File: config.mk
export PLATFORM = sky130hd
export DESIGN_NAME = dir_btn_conditioner_flat
export DESIGN_NICKNAME = d
export VERILOG_FILES = /design/src/rtl/dir_btn_conditioner_if.sv /design/src/rtl/dir_btn_conditioner.sv /design/src/flat_wrapper.sv
export SDC_FILE = /design/constraint.sdc
export NUM_CORES = 1
export LEC_CHECK = 0
export CAP_MARGIN = 10
export CELL_PAD_IN_SITES_DETAIL_PLACEMENT = 1
export CELL_PAD_IN_SITES_GLOBAL_PLACEMENT = 1
export CORE_MARGIN = 5
export CORE_UTILIZATION = 45
export CTS_CLUSTER_SIZE = 30
export DETAILED_ROUTE_END_ITERATION = 16
export GPL_TIMING_DRIVEN = 0
export PLACE_DENSITY_LB_ADDON = 0.1
export SYNTH_ARGS = -nofsm -noshare
export SYNTH_HDL_FRONTEND = slang
export SYNTH_SLANG_ARGS = --single-unit
File: constraint.sdc
create_clock -name CLOCK -period 2.36 [get_ports CLOCK]
set_clock_uncertainty 0.05 [all_clocks]
set_input_delay 0.236 -clock CLOCK [delete_from_list [all_inputs] [get_ports CLOCK]]
set_output_delay 0.236 -clock CLOCK [all_outputs]
set_load 0.005 [all_outputs]
File: src/rtl/dir_btn_conditioner_if.sv
// Signals between the direction-button pins, the conditioner and the cursor-position stage.
interface dir_btn_conditioner_if;
  logic [3:0] btn_raw;
  logic       lock;
  logic [3:0] btn_pulse;
  logic [3:0] btn_level;

  modport master (output btn_raw, output lock, input btn_pulse, input btn_level);
  modport slave  (input btn_raw, input lock, output btn_pulse, output btn_level);
endinterface

File: src/rtl/dir_btn_conditioner.sv
// Four-button conditioner: 2-FF synchroniser, debounce filter and press/auto-repeat FSM per
// button, arbitrated into single-cycle move strobes (U > D > L > R).
module dir_btn_conditioner #(
  parameter int DEBOUNCE_CYCLES = 1_000_000,
  parameter int REPEAT_DELAY    = 50_000_000,
  parameter int REPEAT_PERIOD   = 10_000_000
) (
  input  logic                  CLOCK,
  input  logic                  rst_n,
  dir_btn_conditioner_if.slave  bus
);

  localparam int DB_W   = $clog2(DEBOUNCE_CYCLES + 1);
  localparam int RP_MAX = (REPEAT_DELAY > REPEAT_PERIOD) ? REPEAT_DELAY : REPEAT_PERIOD;
  localparam int RP_W   = $clog2(RP_MAX + 1);

  localparam logic [DB_W-1:0] DB_LAST     = DB_W'(DEBOUNCE_CYCLES - 1);
  localparam logic [RP_W-1:0] DELAY_LAST  = RP_W'(REPEAT_DELAY - 1);
  localparam logic [RP_W-1:0] PERIOD_LAST = RP_W'(REPEAT_PERIOD - 1);

  typedef enum logic [1:0] {
    IDLE   = 2'd0,
    DELAY  = 2'd1,
    REPEAT = 2'd2
  } state_t;

  logic [3:0]      r_s1;
  logic [3:0]      r_s2;
  logic [3:0]      r_level;
  logic [3:0]      r_pulse;
  logic [DB_W-1:0] r_db_cnt [4];
  logic [RP_W-1:0] r_rp_cnt [4];
  state_t          r_state  [4];

  logic [3:0]      w_event;
  logic [3:0]      w_grant;

  // Buttons are independent, so each bit is synchronised on its own; the filter sees only s2.
  // NOTE: all sequential state uses non-blocking (<=) so every register samples pre-edge values.
  always_ff @(posedge CLOCK or negedge rst_n) begin
    if (!rst_n) begin
      r_s1    <= '0;
      r_s2    <= '0;
      r_level <= '0;
      for (int i = 0; i < 4; i++) r_db_cnt[i] <= '0;
    end else begin
      r_s1 <= bus.btn_raw;
      r_s2 <= r_s1;
      for (int i = 0; i < 4; i++) begin
        if (r_s2[i] == r_level[i]) begin
          r_db_cnt[i] <= '0;
        end else if (r_db_cnt[i] == DB_LAST) begin
          r_level[i]  <= r_s2[i];
          r_db_cnt[i] <= '0;
        end else begin
          r_db_cnt[i] <= r_db_cnt[i] + DB_W'(1);
        end
      end
    end
  end

  // A low debounced level forces IDLE from any state, which also gives release priority.
  always_ff @(posedge CLOCK or negedge rst_n) begin
    if (!rst_n) begin
      for (int i = 0; i < 4; i++) begin
        r_state[i]  <= IDLE;
        r_rp_cnt[i] <= '0;
      end
    end else begin
      for (int i = 0; i < 4; i++) begin
        if (!r_level[i]) begin
          r_state[i]  <= IDLE;
          r_rp_cnt[i] <= '0;
        end else begin
          case (r_state[i])
            IDLE: begin
              r_state[i]  <= DELAY;
              r_rp_cnt[i] <= '0;
            end
            DELAY: begin
              if (r_rp_cnt[i] == DELAY_LAST) begin
                r_state[i]  <= REPEAT;
                r_rp_cnt[i] <= '0;
              end else begin
                r_rp_cnt[i] <= r_rp_cnt[i] + RP_W'(1);
              end
            end
            REPEAT: begin
              if (r_rp_cnt[i] == PERIOD_LAST) r_rp_cnt[i] <= '0;
              else                            r_rp_cnt[i] <= r_rp_cnt[i] + RP_W'(1);
            end
            default: begin
              r_state[i]  <= IDLE;
              r_rp_cnt[i] <= '0;
            end
          endcase
        end
      end
    end
  end

  // NOTE: w_event gets a default before the case so no path leaves it unassigned (no latch).
  always_comb begin
    w_event = '0;
    for (int i = 0; i < 4; i++) begin
      case (r_state[i])
        IDLE:    w_event[i] = r_level[i];
        DELAY:   w_event[i] = r_level[i] && (r_rp_cnt[i] == DELAY_LAST);
        REPEAT:  w_event[i] = r_level[i] && (r_rp_cnt[i] == PERIOD_LAST);
        default: w_event[i] = 1'b0;
      endcase
    end
  end

  // Isolate the lowest set bit: U wins, losing events are simply dropped.
  assign w_grant = w_event & (~w_event + 4'd1);

  always_ff @(posedge CLOCK or negedge rst_n) begin
    if (!rst_n) r_pulse <= '0;
    else        r_pulse <= bus.lock ? 4'b0 : w_grant;
  end

  assign bus.btn_pulse = r_pulse;
  assign bus.btn_level = r_level;

endmodule

File: src/flat_wrapper.sv
// flat-port wrapper written by rule: the top's interface ports become plain ports
module dir_btn_conditioner_flat 
#(
  parameter int DEBOUNCE_CYCLES = 1_000_000,
  parameter int REPEAT_DELAY    = 50_000_000,
  parameter int REPEAT_PERIOD   = 10_000_000
)
  (CLOCK, rst_n, bus_btn_raw, bus_lock, bus_btn_pulse, bus_btn_level);
  dir_btn_conditioner_if bus_i ();
  input  logic CLOCK;
  input  logic rst_n;
  input wire logic [$bits(bus_i.btn_raw)-1:0] bus_btn_raw;
  input wire logic [$bits(bus_i.lock)-1:0] bus_lock;
  output wire logic [$bits(bus_i.btn_pulse)-1:0] bus_btn_pulse;
  output wire logic [$bits(bus_i.btn_level)-1:0] bus_btn_level;
  assign bus_i.btn_raw = bus_btn_raw;
  assign bus_i.lock = bus_lock;
  assign bus_btn_pulse = bus_i.btn_pulse;
  assign bus_btn_level = bus_i.btn_level;
  dir_btn_conditioner #(.DEBOUNCE_CYCLES(DEBOUNCE_CYCLES), .REPEAT_DELAY(REPEAT_DELAY), .REPEAT_PERIOD(REPEAT_PERIOD)) u_core (.CLOCK(CLOCK), .rst_n(rst_n), .bus(bus_i));
endmodule
==> reports/metrics.yaml, run 1 <==
synthesis:
  ys_async_sr_fraction_pct: 100
  yosysUniqueCellTypes: 49
  syn_area_per_cell_um2: 9.86
  synth_edf_count: 0
  yosys-top-cells-area: "dfrtp_1 (50%), nor2_1 (7.5%), xor2_1 (7.5%)"
  ys_ff_latch: 208
  syn_nets: 1093
  ys.flop_type: "dfrtp_1"
  synth_top_area_share_pct: 49.9
  synthCells: 1058
  yosys-top-cells-count: "dfrtp_1 (208), nor2_1 (208), xor2_1 (89), xnor2_1 (82), nand2_1 (79)"
  yosysWarnings: 0
  yosysTopAreaCell: "dfrtp_1"
  ys_seq_area_share_pct: 49.9
  netlist_area_mm2: 0.0104
power:
  power_density_mw_per_mm2: 632
  peakVddDrop_uv: 649
  p_leak_nw: 5.03
cells_and_area:
  stdcell_count: 1442
  fin_area_mm2: 0.0126
  final_layout_size_suffix_gt1_share_pct: 16.4
  diodes: 0
  area_growth_pct: 21.0
  fin_nets: 1172
sta:
  worst_pin_slew_ns: 0.854
  hold_viol: 0
  max-slew-margin-rel_pct: 42.6
  rsz0062_at_grt: "yes"
  fin_crit_ns: 2.47
  fmax_mhz: 405
  finalSetupTns_ns: -3.74
  post-route-period-util_pct: 105
  slew_viol_final: 0
  setup_viol: 54
  finalWorstSetupSlack_ns: -0.109
floorplan:
  num_rows: 55
  io-pin-count: 15
  core-area_mm2: 0.0227
  die_h_um: 162
  dieArea_mm2: 0.0263
  die_x_um: 162
  initial_core_util_pct: 45.9
run_status:
  failed_checks: "setup timing"
  status: "complete, but fails checks"
grt:
  grt_pass1_vias: 8260
  grt_usage_pct: 17.9
  grt_pass1_wl_um: 40500
  grt_overflow_total: 0
  grt_max_degree: 82
  antenna_found_initial: 0
clock_network:
  clkSlewWorstSetupHoldPaths_ns: 0.06
  cts_buffers: 26
  clkLatencyLatePin_ns: 0.53
  cts_root_buf: "clkbuf_16"
  htreeDepth: 1
  cts_sinks: 208
  clock_path_buffers: 3
  tritoncts: "built"
critical_path:
  r2r-end: "u_core.r_rp_cnt[71]$_DFF_PN0_"
  critPathRequiredTime_ns: 2.72
  worstPathArrival_ns: 2.83
  reg2reg_depth: 7
  r2r-start: "u_core.r_rp_cnt[59]$_DFF_PN0_"
  worstPathMaxFanout: 5
  path_class: "flip-flop to flip-flop"
  crit_path_end_kind: "flip-flop"
  cp-start-kind: "flip-flop"
  worst-r2r-setup-slack_ns: -0.11
routing:
  drt-initial-drc-count: 280
  dr.pass1.iters: 4
  drc_errors: 0
  via_per_inst: 5.35
  final_antenna_net_count: 0
  routed_wl_um: 23500
  num_vias: 7721
  routedWlPerCell_um: 16.3
placement:
  dp_cells: 1359
  dpl-instance-area_mm2: 0.0110
  gp_congestion: 0.766
  io_buffers: 14
  hpwlAfterDp_um: 15000
hold_path:
  worstHoldStart: "bus_btn_raw[2]"
  holdPathStages: 1
  hold_path_end: "u_core.r_s1[2]$_DFF_PN0_"
  hp-class: "input port to flip-flop"
run:
  drv_cap: 0
==> metrics by stage <==
step / power (W) / util (%) / hold slack (ns) / setup WS (ns)
2_1_floorplan: 0.00372 / - / -0.110 / 0.0134
3_3_place_gp: 0.00382 / 48.2 / 0.283 / -8.00
3_5_place_dp: 0.00384 / 48.4 / 0.164 / -0.486
4_1_cts: 0.00811 / 54.3 / 0.0657 / -0.138
5_1_grt: 0.00832 / 55.6 / 0.0803 / -0.186
6_report: 0.00798 / 55.6 / 0.0931 / -0.109
==> timing repair <==
item	CTS	global route
pin swaps	36	34
setup endpoints to repair	171	144
setup buffers	22	10
endpoints found under the hold margin	66	0
gates resized for setup	67	67
hold buffers	1	0
gates cloned	6	1
==> kinds of logic (layout without fill, tap and decap cells) <==
group	count (synthesis)	in the layout	synth area share (%)
AO/OA/AOI/OAI	22	22	1.89
buffers and inverters	59	158	2.34
XOR/XNOR	171	171	14.4
multiplexers	13	13	1.30
adder cells (fa/ha/maj)	28	28	3.36
AND/OR/NAND/NOR	557	557	26.9
flip-flops	208	208	49.9
==> area by class of cell <==
| cell class | instances | area, um^2 |
|---|---|---|
| flip-flops and latches | 208 | 5210 |
| repair buffers | 55 | 556 |
| clock buffers | 37 | 752 |
| fillers | 2470 | 10100 |
| multi-input cells | 791 | 5300 |
| plain buffers | 23 | 156 |
| well taps | 285 | 357 |
| inverters | 32 | 120 |
| clock inverters | 11 | 170 |
==> layout by cell type, fill, tap and decap left out, drive strengths merged, types with 6 or more instances in the layout <==
cell,count
nand2,79
ha,28
inv,33
or4,8
xnor2,82
nor4,27
mux2i,9
nand3b,7
clkbuf,51
dfrtp,208
buf,50
nor2,208
clkinv,6
xor2,89
nor4bb,6
nor3,29
nand3,66
clkdlybuf4s50,13
nand4,44
or2,8
and3,21
and4,24
nor4b,8
==> worst max-delay path by stage <==
stage / cells past startpoint / endpoint / slack, ns / start
after floorplan: 6 / u_core.r_rp_cnt[76]$_DFF_PN0_ / 0.01 / u_core.r_rp_cnt[59]$_DFF_PN0_
after global placement: 1 / u_core.r_rp_cnt[7]$_DFF_PN0_ / -8.00 / rst_n
after detailed placement: 8 / u_core.r_db_cnt[14]$_DFF_PN0_ / -0.49 / u_core.r_db_cnt[0]$_DFF_PN0_
after CTS: 6 / u_core.r_rp_cnt[47]$_DFF_PN0_ / -0.14 / u_core.r_rp_cnt[50]$_DFF_PN0_
after global routing: 6 / u_core.r_rp_cnt[48]$_DFF_PN0_ / -0.19 / u_core.r_rp_cnt[28]$_DFF_PN0_
final: 7 / u_core.r_rp_cnt[71]$_DFF_PN0_ / -0.11 / u_core.r_rp_cnt[59]$_DFF_PN0_
==> sequential cells by signal, summed over array words and instances (netlist names) <==
signal and cells:
u_core.bus.btn_level 4, u_core.r_s1 4, u_core.r_state 8, u_core.r_s2 4
u_core.bus.btn_pulse 4, u_core.r_rp_cnt 104, u_core.r_db_cnt 80
==> critical path: stages, from the launching register on <==
cell	delay, ns
dfrtp_1	0.38
or4b_4	0.54
or4_4	0.44
o41a_1	0.44
o21bai_4	0.18
buf_6	0.14
buf_6	0.12
nor2_1	0.05
==> where the power goes <==
part	total, W	internal [W]	switching (W)
Sequential	0.00361	0.00359	0.0000205
Combinational	0.000154	0.0000435	0.000111
Clock	0.00421	0.00266	0.00156
Total	0.00798	0.00629	0.00169
==> per-layer routing <==
layer / GRT usage (%) / wire (um) / vias to the layer above
met5: 0 / 0 / -
met3: 2.56 / 544 / 24
met2: 30.9 / 11600 / 46
li1: - / - / 3768
met4: 3.50 / 388 / 0
met1: 24.4 / 11000 / 3883
No activity file was read; power rests on OpenSTA's default activity.
==> run 2: changes to the inputs <==
--- a/config.mk
+++ b/config.mk
@@ -5,7 +5,6 @@
 export SDC_FILE = /design/constraint.sdc
 export NUM_CORES = 1
 export LEC_CHECK = 0
-export CAP_MARGIN = 10
 export CELL_PAD_IN_SITES_DETAIL_PLACEMENT = 1
 export CELL_PAD_IN_SITES_GLOBAL_PLACEMENT = 1
 export CORE_MARGIN = 5
==> results of run 2 <==
The final DEF is identical to that of run 1; final timing and power are the same.
